--- config.mk ---
export PLATFORM = sky130hd
export DESIGN_NAME = tdc_hit_encoder_flat
export DESIGN_NICKNAME = d
export VERILOG_FILES = /design/src/rtl/tdc_hit_encoder_pkg.sv /design/src/rtl/tdc_hit_encoder_if.sv /design/src/rtl/tdc_ts_fifo.sv /design/src/rtl/tdc_hit_encoder.sv /design/src/flat_wrapper.sv
export SDC_FILE = /design/constraint.sdc
export NUM_CORES = 1
export LEC_CHECK = 0
export CORE_MARGIN = 2
export CORE_UTILIZATION = 55
export CTS_CLUSTER_DIAMETER = 40
export CTS_CLUSTER_SIZE = 40
export DETAILED_ROUTE_END_ITERATION = 7
export HOLD_SLACK_MARGIN = 0.06
export MAX_ROUTING_LAYER = met4
export PLACE_DENSITY = 0.74
export SYNTH_ARGS = -nofsm -noshare
export SYNTH_HDL_FRONTEND = slang
export SYNTH_HIERARCHICAL = 1
export SYNTH_SLANG_ARGS = --single-unit
--- constraint.sdc ---
create_clock -name clk -period 5.3 [get_ports clk]
set_input_delay 0.795 -clock clk [delete_from_list [all_inputs] [get_ports clk]]
set_output_delay 0.795 -clock clk [all_outputs]
set_load 0.02 [all_outputs]
--- src/rtl/tdc_hit_encoder_pkg.sv ---
// Shared defaults, width helper and timestamp layout for the TDC hit encoder.
// The timestamp packs {coarse, fine} with the fine code in the LSBs.
package tdc_hit_encoder_pkg;

    localparam int DEF_N_TAPS     = 12;
    localparam int DEF_COARSE_W   = 16;
    localparam int DEF_FIFO_DEPTH = 4;

    // Elaboration-time ceil(log2(value)); the bounded loop keeps it synthesizable.
    function automatic int f_clog2(input int value);
        int result;
        result = 0;
        for (int i = 0; i < 32; i++) begin
            if ((64'd1 << i) < 64'(value)) begin
                result = i + 1;
            end
        end
        return result;
    endfunction

    localparam int DEF_FINE_W = f_clog2(DEF_N_TAPS + 1);
    localparam int FINE_LSB   = 0;
    localparam int COARSE_LSB = DEF_FINE_W;

    typedef struct packed {
        logic [DEF_COARSE_W-1:0] coarse;
        logic [DEF_FINE_W-1:0]   fine;
    } ts_t;

endpackage

--- src/rtl/tdc_hit_encoder_if.sv ---
// Timestamp readout bus: FWFT head data with a valid/ready handshake.
interface tdc_hit_encoder_if #(
    parameter int WIDTH = 20
) ();

    logic [WIDTH-1:0] ts_data;
    logic             ts_valid;
    logic             ts_ready;

    modport master (
        output ts_data,
        output ts_valid,
        input  ts_ready
    );

    modport slave (
        input  ts_data,
        input  ts_valid,
        output ts_ready
    );

endinterface

--- src/rtl/tdc_ts_fifo.sv ---
// Generic synchronous first-word-fall-through FIFO.
// When empty, rd_data keeps showing the most recently popped word.
module tdc_ts_fifo
    import tdc_hit_encoder_pkg::*;
#(
    parameter int WIDTH = 20,
    parameter int DEPTH = 4
) (
    input  logic             clk,
    input  logic             rst,
    input  logic             wr_en,
    input  logic [WIDTH-1:0] wr_data,
    output logic             full,
    input  logic             rd_en,
    output logic [WIDTH-1:0] rd_data,
    output logic             empty
);

    localparam int AW = f_clog2(DEPTH);

    logic [WIDTH-1:0] r_mem [DEPTH];
    logic [AW:0]      r_wr_ptr;
    logic [AW:0]      r_rd_ptr;
    logic [WIDTH-1:0] r_last;

    logic             w_do_rd;
    logic             w_do_wr;
    logic [AW-1:0]    w_wr_idx;
    logic [AW-1:0]    w_rd_idx;

    assign w_wr_idx = r_wr_ptr[AW-1:0];
    assign w_rd_idx = r_rd_ptr[AW-1:0];
    assign empty    = (r_wr_ptr == r_rd_ptr);
    assign full     = (r_wr_ptr[AW] != r_rd_ptr[AW]) && (w_wr_idx == w_rd_idx);

    // A pop frees the head slot in the same edge, so a full FIFO can still accept a write.
    assign w_do_rd  = rd_en && !empty;
    assign w_do_wr  = wr_en && (!full || w_do_rd);

    assign rd_data  = empty ? r_last : r_mem[w_rd_idx];

    always_ff @(posedge clk) begin
        if (rst) begin
            r_wr_ptr <= '0;
            r_rd_ptr <= '0;
            r_last   <= '0;
            for (int i = 0; i < DEPTH; i++) begin
                r_mem[i] <= '0;
            end
        end else begin
            if (w_do_wr) begin
                r_mem[w_wr_idx] <= wr_data;
                r_wr_ptr        <= r_wr_ptr + 1'b1;
            end
            if (w_do_rd) begin
                r_last   <= r_mem[w_rd_idx];
                r_rd_ptr <= r_rd_ptr + 1'b1;
            end
        end
    end

endmodule

--- src/rtl/tdc_hit_encoder.sv ---
// Bubble-corrects and encodes the latched delay-line taps, detects hit rising
// edges and queues {coarse, fine} timestamps for readout.
module tdc_hit_encoder
    import tdc_hit_encoder_pkg::*;
#(
    parameter int N_TAPS     = DEF_N_TAPS,
    parameter int COARSE_W   = DEF_COARSE_W,
    parameter int FIFO_DEPTH = DEF_FIFO_DEPTH
) (
    input  logic              clk,
    input  logic              rst,
    input  logic [N_TAPS-1:0] taps,
    tdc_hit_encoder_if.master ts,
    output logic              overflow
);

    localparam int FINE_W         = f_clog2(N_TAPS + 1);
    localparam int TS_W           = COARSE_W + FINE_W;
    localparam int COARSE_LSB_LOC = FINE_LSB + FINE_W;

    logic [N_TAPS-1:0]   r_taps_q;
    logic [N_TAPS-1:0]   r_taps_q2;
    logic [1:0]          r_live;
    logic                r_prev_tap0;
    logic [COARSE_W-1:0] r_cnt;
    logic                r_overflow;

    logic [N_TAPS+1:0]   w_ext;
    logic [N_TAPS-1:0]   w_corr;
    logic [FINE_W-1:0]   w_fine;
    logic                w_ev;
    logic [TS_W-1:0]     w_wr_data;
    logic                w_full;
    logic                w_empty;

    // Majority of each tap with its neighbours; the end taps are replicated outward.
    always_comb begin
        w_ext  = {r_taps_q2[N_TAPS-1], r_taps_q2, r_taps_q2[0]};
        w_corr = '0;
        w_fine = '0;
        for (int i = 0; i < N_TAPS; i++) begin
            w_corr[i] = (w_ext[i] & w_ext[i+1]) | (w_ext[i] & w_ext[i+2]) | (w_ext[i+1] & w_ext[i+2]);
            w_fine    = w_fine + FINE_W'(w_corr[i]);
        end
    end

    assign w_ev = r_taps_q2[0] && !r_prev_tap0;

    always_comb begin
        w_wr_data = '0;
        w_wr_data[FINE_LSB +: FINE_W]         = w_fine;
        w_wr_data[COARSE_LSB_LOC +: COARSE_W] = r_cnt;
    end

    // r_live tracks which pipeline stages hold real samples rather than reset zeros,
    // so a hit held high through reset cannot look like a fresh rising edge.
    always_ff @(posedge clk) begin
        if (rst) begin
            r_taps_q    <= '0;
            r_taps_q2   <= '0;
            r_live      <= 2'b00;
            r_prev_tap0 <= 1'b1;
            r_cnt       <= '0;
            r_overflow  <= 1'b0;
        end else begin
            r_taps_q    <= taps;
            r_taps_q2   <= r_taps_q;
            r_live      <= {r_live[0], 1'b1};
            r_prev_tap0 <= r_taps_q2[0] | ~r_live[1];
            r_cnt       <= r_cnt + 1'b1;
            if (w_ev && w_full && !ts.ts_ready) begin
                r_overflow <= 1'b1;
            end
        end
    end

    tdc_ts_fifo #(
        .WIDTH (TS_W),
        .DEPTH (FIFO_DEPTH)
    ) u_fifo (
        .clk     (clk),
        .rst     (rst),
        .wr_en   (w_ev),
        .wr_data (w_wr_data),
        .full    (w_full),
        .rd_en   (ts.ts_ready),
        .rd_data (ts.ts_data),
        .empty   (w_empty)
    );

    assign ts.ts_valid = !w_empty;
    assign overflow    = r_overflow;

endmodule

--- src/flat_wrapper.sv ---
// flat-port wrapper written by rule: the top's interface ports become plain ports
module tdc_hit_encoder_flat import tdc_hit_encoder_pkg::*;
#(
    parameter int N_TAPS     = DEF_N_TAPS,
    parameter int COARSE_W   = DEF_COARSE_W,
    parameter int FIFO_DEPTH = DEF_FIFO_DEPTH
)
  (clk, rst, taps, overflow, ts_ts_data, ts_ts_valid, ts_ts_ready);
  tdc_hit_encoder_if #(.WIDTH(20)) ts_i ();
  input  logic clk;
  input  logic rst;
  input  logic [N_TAPS-1:0] taps;
  output logic overflow;
  output wire logic [$bits(ts_i.ts_data)-1:0] ts_ts_data;
  output wire logic [$bits(ts_i.ts_valid)-1:0] ts_ts_valid;
  input wire logic [$bits(ts_i.ts_ready)-1:0] ts_ts_ready;
  assign ts_ts_data = ts_i.ts_data;
  assign ts_ts_valid = ts_i.ts_valid;
  assign ts_i.ts_ready = ts_ts_ready;
  tdc_hit_encoder #(.N_TAPS(N_TAPS), .COARSE_W(COARSE_W), .FIFO_DEPTH(FIFO_DEPTH)) u_core (.clk(clk), .rst(rst), .taps(taps), .ts(ts_i), .overflow(overflow));
endmodule
==> results.yml <==
logic_synthesis:
  yosysTopAreaCellShare: 0.348
  yosysMostFrequentCell: "edfxtp_1"
  yosysUniqueCellTypes: 46
  synth_area_leader_cell: "edfxtp_1"
  synth_top_flop_cell: "edfxtp_1"
  syn_inst: 561
  yosysSeqAreaShare: 0.557
  syn_nets: 590
  synth_common_cells: "80 x edfxtp_1, 72 x dfxtp_1, 61 x nor3_1, 47 x nand2b_1, 36 x inv_1"
  synthArstFlopShare: 0
  ys_warn_count: 6
  synth_edf_count: 80
  ys_ff_latch: 152
  syn_area_sq_um: 6900
  synthTopCellsByArea: "edfxtp_1 35%, dfxtp_1 21%, mux4_2 6.5%, nor3_1 4.4%, mux2_2 4.4%"
  avgSynthCellArea_sq_um: 12.3
critical_path:
  rr_endpoint: "u_core/u_fifo/r_mem[1][2]$_SDFFCE_PN0P_"
  worstSetupStartpoint: "u_core/r_taps_q2[6]$_SDFF_PP0_"
  crit_fanout: 4
  r2r_cells: 12
  critical_path_class: "reg -> reg"
  crit_path_end_kind: "register"
  arrival_ps: 4230
  r2r_setup_slack_ps: 1190
  crit_path_start_kind: "register"
  reg2reg_from: "u_core/r_taps_q2[6]$_SDFF_PP0_"
  required_ps: 5420
detailed_routing:
  postRouteAntennaNets: 0
  dr.max_layer_used: "met4"
  met3WireLength_microns: 755
  route.met2.wl_mm: 6.70
  wl_met1_mm: 5.64
  routed_wl_mm: 13.2
  via_per_inst: 5.52
  dr.pass1.iters: 5
  vias: 4242
  avgRoutedWirePerCell_microns: 17.1
  drc: 0
  first_iter_violations: 343
sta:
  rsz0062_at_grt: "no"
  fin_crit_ps: 4110
  final_hold_viol_count: 0
  setup_viol: 0
  maxSlewHeadroom: 0.205
  fmax_ghz: 0.243
  timing.setup.tns_ps: 0
  fin_skew_ps: 6.59
  report.final.slew_viol_count: 0
  worstMarginPinSlew_ps: 1190
  post-route-period-util: 0.776
clock_tree:
  numCtsBuffers: 17
  cts-root-buf: "clkbuf_16"
  cts_resized: 0
  cts_tree: "done"
  cts_num_sinks: 152
  clkLatencyLatePin_ps: 420
  cts_buffer_depth: 2
  htreeDepth: 4
  clk_pin_slew_ps: 60
  cts_hold_buf: 0
  cts_setup_buffers: 0
status:
  status: "complete, no violations"
power_and_ir_drop:
  power_density_nw_per_um2: 374
  ir_drop_mv: 0.261
  p_leak_nw: 2.82
global_routing:
  overflow: 0
  grt_pass1_wl_mm: 21.5
  grt_max_degree: 104
  grt_pass1_vias: 4311
  antenna_found_initial: 0
  grt_usage: 0.222
placed_design:
  placedCellCount: 736
  portBuffers: 36
  gp_congestion: 0.786
  place_hpwl_mm: 8.26
final_layout:
  syn2layout_area_growth_pct: 15.7
  drive_gt1_frac: 0.157
  diodes: 0
  fin_nets: 616
  fin_cells: 768
  num-fill-cells: 922
  utilization: 0.659
floorplan:
  rows: 40
  die-area_sq_um: 13500
  fp.dieW_microns: 116
  die_y_microns: 116
  io_pins: 37
  start_util: 0.570
  core_sq_um: 12100
hold_path:
  hold_class: "reg -> reg"
  hp-start: "u_core/r_live[1]$_SDFF_PP0_"
  holdPathEnd: "u_core/r_prev_tap0$_SDFF_PP1_"
  holdPathStages: 1
flow_run:
  cap_violations: 0
critical path, stage by stage, from the launching register on:
cell and delay [ps]:
dfxtp_1 330, maj3_1 380, fa_1 560, fa_1 440
fa_1 540, inv_1 60, fa_1 530, inv_1 40
ha_1 210, fa_1 390, xor2_1 170, inv_1 100
nor3_1 60
per-layer routing:
layer  vias up  track usage
met1      2061        0.263
li1       2059            -
met5         -            -
met3         6       0.0664
met2       116        0.366
met4         0       0.0714
logic make-up (layout without fill, tap and decap cells):
logic type               count (synthesis)  count (layout)  share of synthesized area
multiplexers                            69              69                      0.141
AO/OA/AOI/OAI                           35              35                     0.0375
buffers and inverters                   71             110                     0.0455
flip-flops                             152             152                      0.557
adder cells (fa/ha/maj)                 20              20                     0.0417
AND/OR/NAND/NOR                        204             204                      0.164
XOR/XNOR                                10              10                     0.0138
state kept, by name, indices dropped and copies added (netlist names), named ones only:
| register | count |
|---|---|
| u_core/u_fifo/r_mem | 80 |
| u_core/u_fifo/r_last | 20 |
| u_core/r_cnt | 16 |
| u_core/r_taps_q2 | 12 |
| u_core/r_taps_q | 12 |
| u_core/u_fifo/r_rd_ptr | 3 |
| u_core/u_fifo/r_wr_ptr | 3 |
| u_core/r_live | 2 |
| u_core/overflow | 1 |
| u_core/r_prev_tap0 | 1 |
where the power goes:
part           internal, W  switching (W)
combinational     0.000206       0.000195
sequential         0.00129      0.0000453
clock             0.000813       0.000443
cells in the final DEF (no fill, tap or decap), drive strengths merged, types with 2 or more instances in the layout:
master,instances
mux2i,22
xor2,6
clkbuf,28
mux2,27
xnor2,4
a31oi,2
nor3,61
dfxtp,72
nand2b,47
clkinv,3
nand4,4
edfxtp,80
a21o,4
nand2,7
o21bai,3
ha,7
o21ai,7
nor2b,33
nand3,7
inv,36
a21oi,7
o31ai,5
or3,3
or4,4
mux4,20
nor2,32
buf,7
clkdlybuf4s50,35
fa,7
maj3,6
nor4,4
metrics by stage:
step / hold WS [ps] / setup WS (ps) / power, W / cell area [sq um]
final: 390 / 1190 / 0.00299 / 7990
after global routing: 415 / 870 / 0.00310 / 7990
after CTS: 391 / 1160 / 0.00302 / 7990
after detailed placement: 377 / 1160 / 0.00176 / 7350
after global placement: 373 / 1260 / 0.00175 / 7350
after floorplan: 367 / 1350 / 0.00162 / 6900
worst max path at each step:
stage                                              end  slack (ps)  cells past startpoint
2_1_floorplan  u_core/u_fifo/r_mem[1][2]$_SDFFCE_PN0P_        1350                     12
3_3_place_gp   u_core/u_fifo/r_mem[1][2]$_SDFFCE_PN0P_        1260                     12
3_5_place_dp   u_core/u_fifo/r_mem[1][2]$_SDFFCE_PN0P_        1160                     12
4_1_cts        u_core/u_fifo/r_mem[1][2]$_SDFFCE_PN0P_        1160                     12
5_1_grt        u_core/u_fifo/r_mem[2][2]$_SDFFCE_PN0P_         870                     15
6_report       u_core/u_fifo/r_mem[1][2]$_SDFFCE_PN0P_        1190                     12
cell type report:
class / instances / area (sq um) / share of cell area
Inverter: 36 / 135 / 0.0169
Clock inverter: 4 / 45.0 / 0.00564
Clock buffer: 28 / 596 / 0.0746
Tap cell: 168 / 210 / 0.0263
Timing Repair Buffer: 42 / 400 / 0.0501
Multi-Input combinational cell: 338 / 2760 / 0.345
Sequential cell: 152 / 3840 / 0.481
Note: power is estimated with default switching activity, not from simulation.
